==> src/rtl/nim_frame_renderer_if.sv <==
// Game-state update channel between the Nim game logic (master) and the
// frame renderer (slave): a valid/ready handshake carrying one full state.
interface nim_frame_renderer_if #(
  parameter int CNT_W = 4
);
  logic                  upd_valid;
  logic                  upd_ready;
  logic [0:3][CNT_W-1:0] pile_cnt;
  logic [1:0]            sel_pile;
  logic                  player;
  logic                  game_over;

  modport master (
    output upd_valid, pile_cnt, sel_pile, player, game_over,
    input  upd_ready
  );

  modport slave (
    input  upd_valid, pile_cnt, sel_pile, player, game_over,
    output upd_ready
  );
endinterface

==> src/rtl/nim_frame_renderer.sv <==
// Renders the Nim board into an 8x8 RGB back buffer one column per cycle and
// publishes it to the front buffer only on a display frame boundary.
module nim_frame_renderer #(
  parameter int NUM_PILES = 4,
  parameter int BLINK_DIV = 25_000_000,
  parameter int CNT_W     = 4
) (
  input  logic                  clk,
  input  logic                  reset,
  nim_frame_renderer_if.slave   upd,
  input  logic [2:0]            i_col_num,
  output logic [0:7][7:0]       o_image_red,
  output logic [0:7][7:0]       o_image_green,
  output logic [0:7][7:0]       o_image_blue,
  output logic                  o_frame_swap
);

  localparam int BLINK_W = (BLINK_DIV > 1) ? $clog2(BLINK_DIV) : 1;

  typedef enum logic [1:0] {
    S_IDLE      = 2'd0,
    S_RENDER    = 2'd1,
    S_WAIT_SYNC = 2'd2
  } state_t;

  state_t r_state;
  state_t w_state_nxt;

  logic w_upd_ready;
  logic w_accept;
  logic w_rerender;
  logic w_render_we;
  logic w_swap;
  logic w_boundary;
  logic w_blink_wrap;

  logic [2:0]         r_col;
  logic [2:0]         r_col_num_q;
  logic [BLINK_W-1:0] r_blink_cnt;
  logic               r_blink_phase;
  logic               r_blink_pending;

  logic [0:3][CNT_W-1:0] r_pile_cnt;
  logic [1:0]            r_sel_pile;
  logic                  r_player;
  logic                  r_game_over;
  logic                  r_render_phase;

  logic [0:7][7:0] r_back_red;
  logic [0:7][7:0] r_back_green;
  logic [0:7][7:0] r_back_blue;
  logic [0:7][7:0] r_front_red;
  logic [0:7][7:0] r_front_green;
  logic [0:7][7:0] r_front_blue;
  logic            r_frame_swap;

  logic [1:0] w_pile;
  logic [7:0] w_mask;
  logic       w_shown;
  logic       w_selected;
  logic [7:0] w_col_red;
  logic [7:0] w_col_green;
  logic [7:0] w_col_blue;

  // Bottom-up bar of stones; any count of 8 or more fills the column.
  function automatic logic [7:0] col_mask(input logic [CNT_W-1:0] cnt);
    logic [7:0] m;
    for (int i = 0; i < 8; i++) begin
      m[i] = (int'(cnt) > i);
    end
    return m;
  endfunction

  assign w_boundary   = (r_col_num_q == 3'd7) && (i_col_num == 3'd0);
  assign w_blink_wrap = (r_blink_cnt == BLINK_W'(BLINK_DIV - 1));

  // ---------------------------------------------------------------------------
  // Control FSM
  // ---------------------------------------------------------------------------
  always_ff @(posedge clk) begin
    if (reset) begin
      r_state <= S_IDLE;
    end else begin
      r_state <= w_state_nxt;
    end
  end

  // NOTE: every output of this block gets a default before the case, so no
  // path leaves a signal unassigned and no latch is inferred.
  always_comb begin
    w_state_nxt = r_state;
    w_upd_ready = 1'b0;
    w_accept    = 1'b0;
    w_rerender  = 1'b0;
    w_render_we = 1'b0;
    w_swap      = 1'b0;
    unique case (r_state)
      S_IDLE: begin
        w_upd_ready = 1'b1;
        if (upd.upd_valid) begin
          w_accept    = 1'b1;
          w_state_nxt = S_RENDER;
        end else if (r_blink_pending) begin
          w_rerender  = 1'b1;
          w_state_nxt = S_RENDER;
        end
      end
      S_RENDER: begin
        w_render_we = 1'b1;
        if (r_col == 3'd7) begin
          w_state_nxt = S_WAIT_SYNC;
        end
      end
      S_WAIT_SYNC: begin
        if (w_boundary) begin
          w_swap      = 1'b1;
          w_state_nxt = S_IDLE;
        end
      end
      default: w_state_nxt = S_IDLE;
    endcase
  end

  assign upd.upd_ready = w_upd_ready;

  // ---------------------------------------------------------------------------
  // Captured game state and render column index
  // ---------------------------------------------------------------------------
  // NOTE: sequential state uses non-blocking assignments so every register
  // samples the pre-edge values regardless of statement order.
  always_ff @(posedge clk) begin
    if (reset) begin
      r_pile_cnt     <= '0;
      r_sel_pile     <= '0;
      r_player       <= 1'b0;
      r_game_over    <= 1'b0;
      r_render_phase <= 1'b0;
      r_col          <= '0;
      r_col_num_q    <= '0;
    end else begin
      r_col_num_q <= i_col_num;
      if (w_accept) begin
        r_pile_cnt  <= upd.pile_cnt;
        r_sel_pile  <= upd.sel_pile;
        r_player    <= upd.player;
        r_game_over <= upd.game_over;
      end
      if (w_accept || w_rerender) begin
        r_render_phase <= r_blink_phase;
        r_col          <= '0;
      end else if (w_render_we) begin
        r_col <= r_col + 3'd1;
      end
    end
  end

  // ---------------------------------------------------------------------------
  // Blink divider; a wrap in the same cycle as a render start keeps pending
  // set, so the toggled phase is rendered on the following pass.
  // ---------------------------------------------------------------------------
  always_ff @(posedge clk) begin
    if (reset) begin
      r_blink_cnt     <= '0;
      r_blink_phase   <= 1'b0;
      r_blink_pending <= 1'b0;
    end else begin
      r_blink_cnt <= w_blink_wrap ? '0 : r_blink_cnt + 1'b1;
      if (w_blink_wrap) begin
        r_blink_phase <= ~r_blink_phase;
      end
      if (w_blink_wrap && !r_game_over) begin
        r_blink_pending <= 1'b1;
      end else if (w_accept || w_rerender) begin
        r_blink_pending <= 1'b0;
      end
    end
  end

  // ---------------------------------------------------------------------------
  // Column colouring
  // ---------------------------------------------------------------------------
  assign w_pile     = r_col[2:1];
  assign w_mask     = col_mask(r_pile_cnt[w_pile]);
  assign w_shown    = (int'(w_pile) < NUM_PILES);
  assign w_selected = (w_pile == r_sel_pile);

  always_comb begin
    w_col_red   = '0;
    w_col_green = '0;
    w_col_blue  = '0;
    if (w_shown) begin
      if (r_game_over) begin
        w_col_green = w_mask;
      end else if (w_selected) begin
        w_col_green = r_render_phase ? 8'h00 : w_mask;
      end else if (r_player) begin
        w_col_blue = w_mask;
      end else begin
        w_col_red = w_mask;
      end
    end
  end

  // ---------------------------------------------------------------------------
  // Back and front buffers
  // ---------------------------------------------------------------------------
  // NOTE: the buffers are small flop arrays that must read as a blank image
  // straight out of reset, so they are reset like any other register.
  always_ff @(posedge clk) begin
    if (reset) begin
      r_back_red    <= '0;
      r_back_green  <= '0;
      r_back_blue   <= '0;
      r_front_red   <= '0;
      r_front_green <= '0;
      r_front_blue  <= '0;
      r_frame_swap  <= 1'b0;
    end else begin
      r_frame_swap <= w_swap;
      if (w_render_we) begin
        r_back_red[r_col]   <= w_col_red;
        r_back_green[r_col] <= w_col_green;
        r_back_blue[r_col]  <= w_col_blue;
      end
      if (w_swap) begin
        r_front_red   <= r_back_red;
        r_front_green <= r_back_green;
        r_front_blue  <= r_back_blue;
      end
    end
  end

  assign o_image_red   = r_front_red;
  assign o_image_green = r_front_green;
  assign o_image_blue  = r_front_blue;
  assign o_frame_swap  = r_frame_swap;

endmodule

==> src/flat_wrapper.sv <==
// flat-port wrapper written by rule: the top's interface ports become plain ports
module nim_frame_renderer_flat 
#(
  parameter int NUM_PILES = 4,
  parameter int BLINK_DIV = 25_000_000,
  parameter int CNT_W     = 4
)
  (clk, reset, i_col_num, o_image_red, o_image_green, o_image_blue, o_frame_swap, upd_upd_valid, upd_pile_cnt, upd_sel_pile, upd_player, upd_game_over, upd_upd_ready);
  nim_frame_renderer_if #(.CNT_W(CNT_W)) upd_i ();
  input  logic clk;
  input  logic reset;
  input  logic [2:0] i_col_num;
  output logic [0:7][7:0] o_image_red;
  output logic [0:7][7:0] o_image_green;
  output logic [0:7][7:0] o_image_blue;
  output logic o_frame_swap;
  input wire logic [$bits(upd_i.upd_valid)-1:0] upd_upd_valid;
  input wire logic [$bits(upd_i.pile_cnt)-1:0] upd_pile_cnt;
  input wire logic [$bits(upd_i.sel_pile)-1:0] upd_sel_pile;
  input wire logic [$bits(upd_i.player)-1:0] upd_player;
  input wire logic [$bits(upd_i.game_over)-1:0] upd_game_over;
  output wire logic [$bits(upd_i.upd_ready)-1:0] upd_upd_ready;
  assign upd_i.upd_valid = upd_upd_valid;
  assign upd_i.pile_cnt = upd_pile_cnt;
  assign upd_i.sel_pile = upd_sel_pile;
  assign upd_i.player = upd_player;
  assign upd_i.game_over = upd_game_over;
  assign upd_upd_ready = upd_i.upd_ready;
  nim_frame_renderer #(.NUM_PILES(NUM_PILES), .BLINK_DIV(BLINK_DIV), .CNT_W(CNT_W)) u_core (.clk(clk), .reset(reset), .upd(upd_i), .i_col_num(i_col_num), .o_image_red(o_image_red), .o_image_green(o_image_green), .o_image_blue(o_image_blue), .o_frame_swap(o_frame_swap));
endmodule
==> config.mk <==
export PLATFORM = sky130hd
export DESIGN_NAME = nim_frame_renderer_flat
export DESIGN_NICKNAME = d
export VERILOG_FILES = /design/src/rtl/nim_frame_renderer_if.sv /design/src/rtl/nim_frame_renderer.sv /design/src/flat_wrapper.sv
export SDC_FILE = /design/constraint.sdc
export NUM_CORES = 1
export LEC_CHECK = 0
export ABC_AREA = 1
export CAP_MARGIN = 20
export CORE_MARGIN = 8
export CORE_UTILIZATION = 42
export CTS_CLUSTER_SIZE = 24
export DETAILED_ROUTE_END_ITERATION = 12
export DONT_BUFFER_PORTS = 1
export HOLD_SLACK_MARGIN = 0.08
export SLEW_MARGIN = 20
export SYNTH_ARGS = -nofsm -noshare
export SYNTH_HDL_FRONTEND = slang
export SYNTH_SLANG_ARGS = --single-unit
==> constraint.sdc <==
create_clock -name clk -period 1.8 [get_ports clk]
set_input_delay 0.54 -clock clk [delete_from_list [all_inputs] [get_ports clk]]
set_output_delay 0.54 -clock clk [all_outputs]
set_load 0.01 [all_outputs]
==> results of run 1 <==
kinds of logic (layout without fill, tap and decap cells):
logic type | Yosys count | after routing | synth area share, %
XOR/XNOR | 7 | 7 | 0.381
buffers and inverters | 379 | 399 | 9.55
adder cells (fa/ha/maj) | 3 | 3 | 0.233
AND/OR/NAND/NOR | 312 | 312 | 9.26
AO/OA/AOI/OAI | 817 | 817 | 25.7
flip-flops | 441 | 441 | 54.8
power by group:
group	internal [mW]	total [mW]	switching [mW]
Sequential	9.89	9.96	0.0707
Clock	6.06	9.89	3.84
Combinational	0.293	1.02	0.729
Total	16.2	20.9	4.63
flip-flops by register name, indices dropped and copies added, names as in the netlist, 2 cells and up:
register,cells
u_core.r_pile_cnt,16
u_core.o_image_red,64
u_core.r_back_green,64
u_core.o_image_blue,64
u_core.r_blink_cnt,25
u_core.r_state,2
u_core.r_sel_pile,2
u_core.r_col,3
u_core.o_image_green,64
u_core.r_back_blue,64
u_core.r_back_red,64
u_core.r_col_num_q,3
routing by layer:
metal	part of all wire, %	track usage [%]
met1	45	24.0
met3	7.5	5.29
met2	45	28.5
met5	0.024	0
met4	2.5	6.25
final timing paths:
kind                                             start                     end  slack, ns  cells past startpoint
worst min-delay path                   upd_pile_cnt[1]    u_core.r_pile_cnt[1]       0.12                      2
worst min register to register  u_core.r_blink_pending  u_core.r_blink_pending       0.47                      2
worst max register to register         u_core.r_col[2]   u_core.r_back_red[12]       0.12                      8
worst max-delay path                 u_core.r_state[1]           upd_upd_ready       0.07                      2
worst register-to-register path: stages (launching register included):
cell and delay, ns:
dfxtp_1 0.37, buf_4 0.20, nand3_1 0.09, nand2_1 0.06, nor2_1 0.23, nor2_1 0.08, nand2_2 0.16, nand2_2 0.22
a21oi_1 0.19
cell usage after synthesis, types with 3 or more instances:
cell type | instances | area [sq um]
dfxtp_1 | 441 | 8830
o21ai_0 | 407 | 2040
a21oi_1 | 395 | 1980
inv_1 | 236 | 886
nand2_1 | 132 | 495
nor2_1 | 95 | 357
clkbuf_1 | 88 | 330
buf_2 | 32 | 160
nand2_2 | 20 | 125
nand3_1 | 19 | 95.1
a21oi_2 | 15 | 131
nor3_1 | 15 | 75.1
nand2_4 | 13 | 146
buf_4 | 11 | 82.6
nand4_1 | 5 | 31.3
inv_2 | 4 | 15.0
xor2_1 | 4 | 35.0
buf_1 | 3 | 11.3
ha_1 | 3 | 37.5
nor2_8 | 3 | 60.1
xnor2_1 | 3 | 26.3
area by class of cell:
class,instances,area share (%)
clock buffers,66,7.19
clock inverters,15,1.34
inverters,242,4.94
multi-input cells,1139,31.3
flip-flops and latches,441,47.1
well taps,511,3.41
repair buffers,76,4.72
stage by stage:
| step | cell area (sq um) | setup WS, ns |
|---|---|---|
| final | 18700 | 0.0721 |
| after global routing | 18700 | 0.00321 |
| after CTS | 18700 | 0.0288 |
| after detailed placement | 17000 | -0.0615 |
| after global placement | 17000 | -0.0743 |
| after floorplan | 16100 | 0.205 |
what timing repair did:
item                                    in CTS  in global routing
endpoints found under the hold margin       14                  0
gates cloned                                 0                  0
endpoints found under the setup margin       1                125
hold buffers                                10                  0
resized for setup                            1                 15
==> flow_summary.ini, run 1 <==
[final_layout]
final_cells = 2490
synthToLayoutAreaGrowth_pct = 16.3
n_antenna_cell = 0
fin_nets = 1975
layout-drive-gt1-share_pct = 11.1
fillerInstances = 3632
fin_util_pct = 49.6
seq_area_sq_mm = 0.00883
final_common_cell = dfxtp_1
multiInputGateArea_sq_mm = 0.00586
final_cell_mix = 440 x dfxtp_1, 407 x o21ai_0, 395 x a21oi_1

[synthesis]
synthFlopType = dfxtp_1
ys_ff_latch = 441
mappedNetlistArea_sq_mm = 0.0161
synth_nets = 1988
yosysSeqAreaShare_pct = 54.8
netlist_instances = 1959
synth.avg_cell_area_sq_um = 8.22
synth-edff-count = 0
synthArstFlopShare_pct = 0
synth_cell_types = 32
ys.warnings.count = 0

[timing]
fin_crit_ns = 1.73
fmax_mhz = 579
finalHoldViolations = 0
drv_slew = 0
max_slew.worst_pin.slew_ns = 0.671
setup_viol = 0
holdWs_ns = 0.121
slew_headroom_pct = 55.2
tns_ns = 0
grt_setup_unrepaired = false
skew_ns = 0.0112
period_share_pct = 96.0

[placement]
dp_cells = 2399
dp_hpwl_um = 28800
numPortBuffers = 0
gp_congestion = 0.882

[floorplanning]
start_util_pct = 42.6
die_y_um = 212
die_x_um = 212
core_sq_mm = 0.0378
dieArea_sq_mm = 0.0449
placement_rows = 71
num_io_pins = 220

[setup_path]
cp.required_ns = 1.26
cp_top_family = flip-flops
crit_buf_inv = 1
start_kind = flop
crit_slowest_cell = dfxtp_1
endpoint_kind = output pin
arrival_ns = 1.19
path_cells = nor2_2 > buf_4
crit_type = flop to output pin
critical-path-max-stage-delay_ns = 0.32
crit_path_max_fanout = 2

[global_routing]
grt_pass1_wl_um = 65400
overflow = 0
grt_max_degree = 87
antenna_found_initial = 1
grt_pass1_vias = 11600
grt.total_usage_pct = 18.3

[worst_hold_path]
hold_path.class = input port to flop

[job]
maxCapViolations = 0

[route]
num_vias = 12500
drt_wl_total_um = 42400
routed_via_density = 5.00
wl_per_cell_um = 17.0
drt-initial-drc-count = 717
drc = 0
ant_nets = 0
first_pass_iters = 5

[clocking]
cts_sinks = 441
clock_latency_ns = 0.57
tritoncts = done
root_buffer = clkbuf_16
clk_pin_slew_ns = 0.06
h-tree-depth = 2
cts-buffers-inserted = 46
cts_setup_buffers = 0
cts_buffer_depth = 3

[pwr]
power_mw = 20.9
leakage_nw = 6.87
max-vdd-ir-drop_v = 0.000801
p_per_area_mw_per_mm2 = 1110

[status]
outcome = finished, final reports clean
No activity file was read; power rests on OpenSTA's default activity.
==> run 2: changes to the inputs <==
CELL_PAD_IN_SITES_DETAIL_PLACEMENT = 1   (was default)
CELL_PAD_IN_SITES_GLOBAL_PLACEMENT = 1   (was default)
PLACE_DENSITY = 0.71   (was default)
==> run 2 against run 1 <==
Compared with the run above:
- clock skew hardly changed
- sequential share of layout area is 0.21 points higher
- worst hold slack worse by 0.0070 ns
- via count is 4.3% higher
- combinational power hardly changed
- clock-buffer cell count is 9 higher
- die area stayed put
- worst setup slack better by 0.0078 ns
- wire length is 8.5% higher
- cell area is 0.45% lower
==> flow_summary.ini, run 2 (synthesis results as in run 1) <==
[status]
outcome = finished, final reports clean

[floorplanning]
start_util_pct = 42.6
dieArea_sq_mm = 0.0449
placement_rows = 71
num_io_pins = 220
die_y_um = 212
die_x_um = 212
core_sq_mm = 0.0378

[clocking]
root_buffer = clkbuf_16
clock_latency_ns = 0.57
tritoncts = done
cts_sinks = 441
clk_pin_slew_ns = 0.06
cts-buffers-inserted = 48
cts_buffer_depth = 3
h-tree-depth = 2

[timing]
period_share_pct = 95.6
drv_slew = 0
slew_headroom_pct = 54.8
fmax_mhz = 581
tns_ns = 0
skew_ns = 0.0110
fin_crit_ns = 1.72
setup_viol = 0
max_slew.worst_pin.slew_ns = 0.677
grt_setup_unrepaired = false
finalHoldViolations = 0

[final_layout]
final_cell_mix = 440 x dfxtp_1, 407 x o21ai_0, 395 x a21oi_1
fin_area_sq_mm = 0.0186
fin_util_pct = 49.4
layout-drive-gt1-share_pct = 11.1
final_common_cell = dfxtp_1
synthToLayoutAreaGrowth_pct = 15.8
fin_nets = 1967
fillerInstances = 4454
n_antenna_cell = 0

[setup_path]
reg2reg_depth = 7
cp.required_ns = 1.26
arrival_ns = 1.18
rr_endpoint = u_core.o_image_blue[58]
path_cells = nor2_2 > buf_4
endpoint_kind = output pin
crit_slowest_cell = dfxtp_1
crit_path_max_fanout = 2
start_kind = flop
rr_startpoint = u_core.r_col_num_q[0]
critical-path-max-stage-delay_ns = 0.32
r2r_slack_ns = 0.13
crit_type = flop to output pin

[route]
drt_wl_total_um = 46000
ant_nets = 0
drt-initial-drc-count = 697
drc = 0
first_pass_iters = 5
wl_per_cell_um = 18.5
num_vias = 13000
routed_via_density = 5.23

[global_routing]
grt_pass1_vias = 13000
antenna_found_initial = 1
overflow = 0
grt.total_usage_pct = 20.2
grt_max_degree = 67
grt_pass1_wl_um = 72900

[pwr]
max-vdd-ir-drop_v = 0.000628
leakage_nw = 6.83
p_per_area_mw_per_mm2 = 1110

[worst_hold_path]
whs_path_depth = 2
min-delay-start = upd_pile_cnt[13]
hold_path.class = input port to flop
min_to = u_core.r_pile_cnt[13]

[placement]
numPortBuffers = 0
place_area_sq_mm = 0.0170
gp_congestion = 0.847
dp_hpwl_um = 31500

[job]
maxCapViolations = 0
## run 2: cell types whose count changed in the layout (fill, tap and decap cells not counted), moves of 2 or more
cell           change
dlygate4sd3_1      -7
buf_4              -5
bufinv_16          -4
clkbuf_8           +4
clkbuf_16          +3
clkbuf_1           +2
nor2_1             -2
nor2_2             +2
## run 2: critical path, delay by kind of cell, from the launching register on
family / cells / cell delay [ns]
AND/OR/NAND/NOR: 1 / 0.13
buffers and inverters: 1 / 0.16
flip-flops: 1 / 0.32
## run 2: stage by stage
stage	hold slack [ns]	instances	setup WS [ns]	total power, mW
after floorplan	0.430	1959	0.205	10.8
after global placement	0.444	2395	-0.0826	11.2
after detailed placement	0.457	2395	-0.130	11.2
after CTS	0.0813	2482	-0.0432	21.0
after global routing	0.110	2483	0.000147	21.6
final	0.114	2483	0.0799	20.8
## run 2: routing by layer
layer  vias up  global-route usage (%)  share of wire (%)
li1       6429                       -                  -
met1      6233                    24.7                 43
met2       247                    33.6                 47
met3        79                    5.68                6.5
met4         2                    7.64                3.2
met5         -                       0              0.017
## run 2: how the worst max path moves through the flow
stage                                    end  cells past startpoint  slack [ns]             startpoint
global route          u_core.r_blink_cnt[16]                      9      0.0001  u_core.r_blink_cnt[1]
detailed placement   u_core.o_image_blue[58]                      8       -0.13           i_col_num[2]
finish                         upd_upd_ready                      2        0.08      u_core.r_state[1]
floorplan             u_core.r_blink_cnt[15]                      9        0.21  u_core.r_blink_cnt[0]
global placement    u_core.o_image_green[32]                      8       -0.08           i_col_num[2]
CTS                    u_core.r_back_red[10]                      9       -0.04        u_core.r_col[1]
## run 2: area by class of cell
cell class	instances	area [sq um]	share of cell area (%)
clock buffer	75	1480	7.96
clock inverter	9	105	0.564
inverter	242	923	4.95
multi-input combinational	1139	5860	31.4
sequential	441	8830	47.3
tap	511	639	3.43
timing repair buffer	66	807	4.33
## run 2: what timing repair did
action                                 in CTS  in global routing
pin swaps                                   0                  2
resized for setup                           0                 16
setup buffers                               0                  1
setup endpoints to repair                  10                139
hold buffers                                3                  0
endpoints found under the hold margin       8                  0
## run 2: power breakdown
part | internal [mW] | leakage (nW) | switching, mW
logic | 0.297 | 2.48 | 0.741
registers | 9.89 | 3.56 | 0.0670
clock network | 5.92 | 0.784 | 3.87
total | 16.1 | 6.83 | 4.68
